File: src/rtl/imem_loader.sv
// Instruction memory loader: assembles a little-endian byte stream into 32-bit
// words, holds the CPU in reset while loading, then releases it to run.
module imem_loader #(
  parameter int DEPTH = 64
) (
  input  logic        clk,
  input  logic        reset,
  input  logic        start,
  input  logic [6:0]  len,
  input  logic [7:0]  rx_data,
  input  logic        rx_valid,
  output logic        rx_ready,
  input  logic [31:0] a,
  output logic [31:0] rd,
  output logic        cpu_reset,
  output logic        busy,
  output logic        done,
  output logic        err
);

  localparam int AW = (DEPTH > 1) ? $clog2(DEPTH) : 1;
  localparam logic [7:0] DEPTH_L = 8'(DEPTH);

  typedef enum logic [1:0] {IDLE, LOAD, RUN} state_t;

  state_t         state_q, state_d;
  logic [6:0]     len_q, len_d;
  logic [AW-1:0]  wptr_q, wptr_d;
  logic [1:0]     idx_q, idx_d;
  logic [31:0]    asm_q, asm_d;
  logic           err_q, err_d;
  logic           ram_we;
  logic [31:0]    ram_wdata;
  logic [31:0]    mem [DEPTH];
  logic           len_ok;
  logic           last_word;
  logic           unused_a;

  assign len_ok    = (len != 7'd0) && ({1'b0, len} <= DEPTH_L);
  assign last_word = ({{(7-AW){1'b0}}, wptr_q} == (len_q - 7'd1));
  assign unused_a  = ^{a[31:AW+2], a[1:0]};

  always_comb begin
    state_d   = state_q;
    len_d     = len_q;
    wptr_d    = wptr_q;
    idx_d     = idx_q;
    asm_d     = asm_q;
    err_d     = err_q;
    ram_we    = 1'b0;
    ram_wdata = {rx_data, asm_q[23:0]};
    case (state_q)
      // IDLE and RUN react to start identically; only the outputs differ.
      IDLE, RUN: begin
        if (start) begin
          if (len_ok) begin
            state_d = LOAD;
            len_d   = len;
            err_d   = 1'b0;
            wptr_d  = '0;
            idx_d   = 2'd0;
          end else begin
            state_d = IDLE;
            err_d   = 1'b1;
          end
        end
      end
      LOAD: begin
        if (rx_valid) begin
          idx_d = idx_q + 2'd1;
          case (idx_q)
            2'd0: asm_d[7:0]   = rx_data;
            2'd1: asm_d[15:8]  = rx_data;
            2'd2: asm_d[23:16] = rx_data;
            default: begin
              ram_we = 1'b1;
              wptr_d = wptr_q + AW'(1);
              if (last_word) state_d = RUN;
            end
          endcase
        end
      end
      default: state_d = IDLE;
    endcase
  end

  always_ff @(posedge clk or posedge reset) begin
    if (reset) begin
      state_q <= IDLE;
      len_q   <= 7'd0;
      wptr_q  <= '0;
      idx_q   <= 2'd0;
      asm_q   <= 32'd0;
      err_q   <= 1'b0;
    end else begin
      state_q <= state_d;
      len_q   <= len_d;
      wptr_q  <= wptr_d;
      idx_q   <= idx_d;
      asm_q   <= asm_d;
      err_q   <= err_d;
    end
  end

  // Program RAM survives reset so an aborted load keeps its finished words.
  always_ff @(posedge clk) begin
    if (ram_we) mem[wptr_q] <= ram_wdata;
  end

  assign rd        = mem[a[AW+1:2]];
  assign cpu_reset = (state_q != RUN);
  assign rx_ready  = (state_q == LOAD);
  assign busy      = (state_q == LOAD);
  assign done      = (state_q == RUN);
  assign err       = err_q;

endmodule

File: config.mk
export PLATFORM = sky130hd
export DESIGN_NAME = imem_loader
export DESIGN_NICKNAME = d
export VERILOG_FILES = /design/src/rtl/imem_loader.sv
export SDC_FILE = /design/constraint.sdc
export NUM_CORES = 2
export LEC_CHECK = 0
export ABC_AREA = 1
export CELL_PAD_IN_SITES_DETAIL_PLACEMENT = 0
export CELL_PAD_IN_SITES_GLOBAL_PLACEMENT = 1
export CORE_MARGIN = 5
export CORE_UTILIZATION = 47
export CTS_BUF_LIST = sky130_fd_sc_hd__clkbuf_8 sky130_fd_sc_hd__clkbuf_16
export CTS_CLUSTER_DIAMETER = 40
export DETAILED_ROUTE_END_ITERATION = 8
export GPL_ROUTABILITY_DRIVEN = 0
export PLACE_DENSITY = 0.81
export RECOVER_POWER = 50
export SYNTH_ARGS = -nofsm -noshare
export SYNTH_HDL_FRONTEND = slang
export SYNTH_SLANG_ARGS = --single-unit
File: constraint.sdc
create_clock -name clk -period 3.25 [get_ports clk]
set_clock_uncertainty 0.05 [all_clocks]
set_input_delay 0.65 -clock clk [delete_from_list [all_inputs] [get_ports clk]]
set_output_delay 0.65 -clock clk [all_outputs]
set_load 0.01 [all_outputs]
==> results.json <==
{
  "fin_nets": 7481,
  "synth_cells": 6979,
  "synthAdderAreaFrac": 0.0008911,
  "powerDensity_mw_per_mm2": 685.3,
  "final.setup.tns_ps": 0,
  "power_leakage_nw": 37.64,
  "ant_nets": 0,
  "cp_data_arrival_time_ps": 2550,
  "failed_checks": "capacitance limit, slew limit",
  "ff2ff_path_depth": 1,
  "grt_pass1_wl_um": 366100,
  "remaining_drc_errors": 0,
  "port_buffers": 61,
  "yosys_warnings": 0,
  "finalCritPeriodShare": 0.9988,
  "async_flop_share": 0.02010,
  "worstHoldPathCells": 3,
  "synthXorXnorAreaFrac": 0.0006238,
  "placed_area_mm2": 0.09196,
  "rsz0062_at_grt": "yes",
  "post_drt_wl_per_cell_um": 25.42,
  "grt_max_degree": 66,
  "cts_tree": "built",
  "coreArea_mm2": 0.1784,
  "io_pins": 88,
  "fp.dieArea_mm2": 0.1878,
  "slew_violations": 1063,
  "syn_to_final_growth_pct": 22.65,
  "overflow": 0,
  "slew_headroom": -0.7415,
  "dr.first_iter.drc_count": 8323,
  "dp_cells": 9429,
  "cts.sinks": 2090,
  "muxShareOfSynthArea": 0,
  "cts_buffers": 284,
  "vdd_drop_max_uv": 612.6,
  "wirelength_um": 254000,
  "critPathMaxFanout": 20,
  "synth_compound_area_frac": 0.002777,
  "cts_root_buffer": "clkbuf_16",
  "setup-violations-final": 0,
  "hp-class": "primary input to flip-flop",
  "avgSynthCellArea_um2": 12.07,
  "dieHeight_um": 433.4,
  "hpwl_um": 138600,
  "seq_area_frac_synth": 0.7425,
  "syn-cell-area_mm2": 0.08424,
  "via_count": 58630,
  "ys_ff_latch": 2090,
  "fp-row-count": 155,
  "clk_pin_slew_ps": 50,
  "synth_top_family_by_area": "simple AND/OR/NAND/NOR gates",
  "yosys.area_share.simple": 0.2226,
  "clkLatencyLatePin_ps": 880,
  "min_period_ps": 3246,
  "hold_violations": 0,
  "synth.net_count": 7036,
  "dr.pass1.iters": 8,
  "tightest_slew_ps": 2612,
  "stdcell_area_mm2": 0.1033,
  "die_x_um": 433.4,
  "worst-setup-path-type": "primary input to output port",
  "grt_antenna_before_repair": 8,
  "drive_above_1_share": 0.1596,
  "final_common_cell": "nand2_1",
  "cts_buffer_depth": 4,
  "fin_cells": 9993,
  "endpoint_kind": "output port",
  "grt_use_total": 0.2656,
  "synth-edff-count": 2048,
  "cp_data_required_time_ps": 2550,
  "fmax_mhz": 308.1,
  "synth_ff_type": "edfxtp_1",
  "outcome": "finished, violations left",
  "first_global_vias": 55500,
  "htree_levels": 5,
  "crit_path_start_kind": "primary input",
  "synth_cell_types": 29,
  "maxCapViolations": 27,
  "final_cell_mix": "nand2_1, edfxtp_1, nand3_1",
  "n_fill_cell": 13670,
  "vias_per_cell": 5.867,
  "start_util": 0.4722
}
==> timing repair <==
item / 4_1_cts / 5_1_grt
hold buffers: 0 / 0
cloned: 29 / 6
buffers inserted: 22 / 8
resized for setup: 247 / 126
endpoints found under the setup margin: 32 / 31
pin swaps: 13 / 22
hold endpoints to repair: 0 / 0
==> critical path, stage by stage <==
cell	delay, ps
buf_16	160
clkinv_16	120
buf_4	160
buf_12	120
buf_16	150
nand2_1	70
nand3_1	70
nand3_1	100
nand3_1	70
nand3_1	140
buf_4	160
nand2_2	60
nand2_2	150
nand2_2	100
clkdlybuf4s15_1	240
==> path summary, 6_finish.rpt <==
| check | start | end | slack, ps |
|---|---|---|---|
| setup / recovery | a[2] | rd[11] | 4 |
| hold / removal | len[1] | len_q[1] | 310 |
| setup reg to reg | asm_q[3] | mem[54][3] | 330 |
| hold reg to reg | asm_q[13] | asm_q[13] | 450 |
| max in group asynchronous | reset | asm_q[13] | 540 |
| min in group asynchronous | reset | err | 990 |
==> per-stage QoR <==
step           hold WS (ps)  utilization  setup slack (ps)  total power, mW
2_1_floorplan         425.0            -             146.5            36.94
3_3_place_gp          425.3       0.5154            -662.1            40.64
3_5_place_dp          439.0       0.5154            -676.7            40.87
4_1_cts               212.0       0.5772            -80.93            70.83
5_1_grt               319.9       0.5790            -33.27            72.75
6_report              312.6       0.5791             3.982            70.81
==> per-layer routing <==
metal | GRT usage | wire [um]
met5 | 0 | 7
met4 | 0.1109 | 11220
met3 | 0.04555 | 26950
met2 | 0.4227 | 119000
met1 | 0.3654 | 96830
==> cell usage after synthesis (2+ instances only) <==
cell      count  area (um^2)
nand2_1    2316         8693
edfxtp_1   2048        61500
nand3_1    1922         9619
buf_2       248         1241
clkbuf_1     88        330.3
nor2_1       85        319.1
buf_1        48        180.2
dfrtp_1      42         1051
inv_1        38        142.6
buf_4        34        255.2
buf_6        33        371.6
o21ai_0      33        165.2
a21oi_1       7        35.03
ha_1          6        75.07
nand3_2       4        40.04
buf_8         3        45.04
inv_2         3        11.26
nor2_4        3        33.78
xnor2_1       3        26.28
xor2_1        3        26.28
nand4_1       2        12.51
o21a_1        2        15.01
or2_2         2        12.51
==> kinds of logic (layout without fill, tap and decap cells) <==
kind of cell    after synthesis  after routing
other cells                   0              5
buf+inv                     496           1150
xor+xnor                      6              6
simple gates               4336           4336
fa+ha+maj                     6              6
flops                      2090           2090
compound gates               45             45
==> state kept, by name, indices dropped and copies added (netlist names) <==
name / flops
mem: 2048
asm_q: 24
len_q: 7
wptr_q: 6
idx_q: 2
state_q: 2
err: 1
==> final cells by class <==
type / count / area, um^2 / share of cell area
clock inverters: 201 / 1813 / 0.01755
inverters: 42 / 212.7 / 0.002059
diodes: 5 / 12.51 / 0.0001211
repair buffers: 610 / 7946 / 0.07691
well taps: 2355 / 2947 / 0.02852
clock buffers: 294 / 7357 / 0.07120
multi-input cells: 4393 / 20440 / 0.1978
repair inverters: 3 / 43.79 / 0.0004238
flip-flops and latches: 2090 / 62550 / 0.6054
==> report_power, final <==
part / internal, mW / leakage (nW) / total (mW) / switching [mW]
clock: 18.4 / 4.54 / 29.9 / 11.6
sequential: 32.7 / 19.1 / 34.6 / 1.94
combinational: 1.79 / 14.0 / 6.25 / 4.47
(Power assumes the default switching activity.)
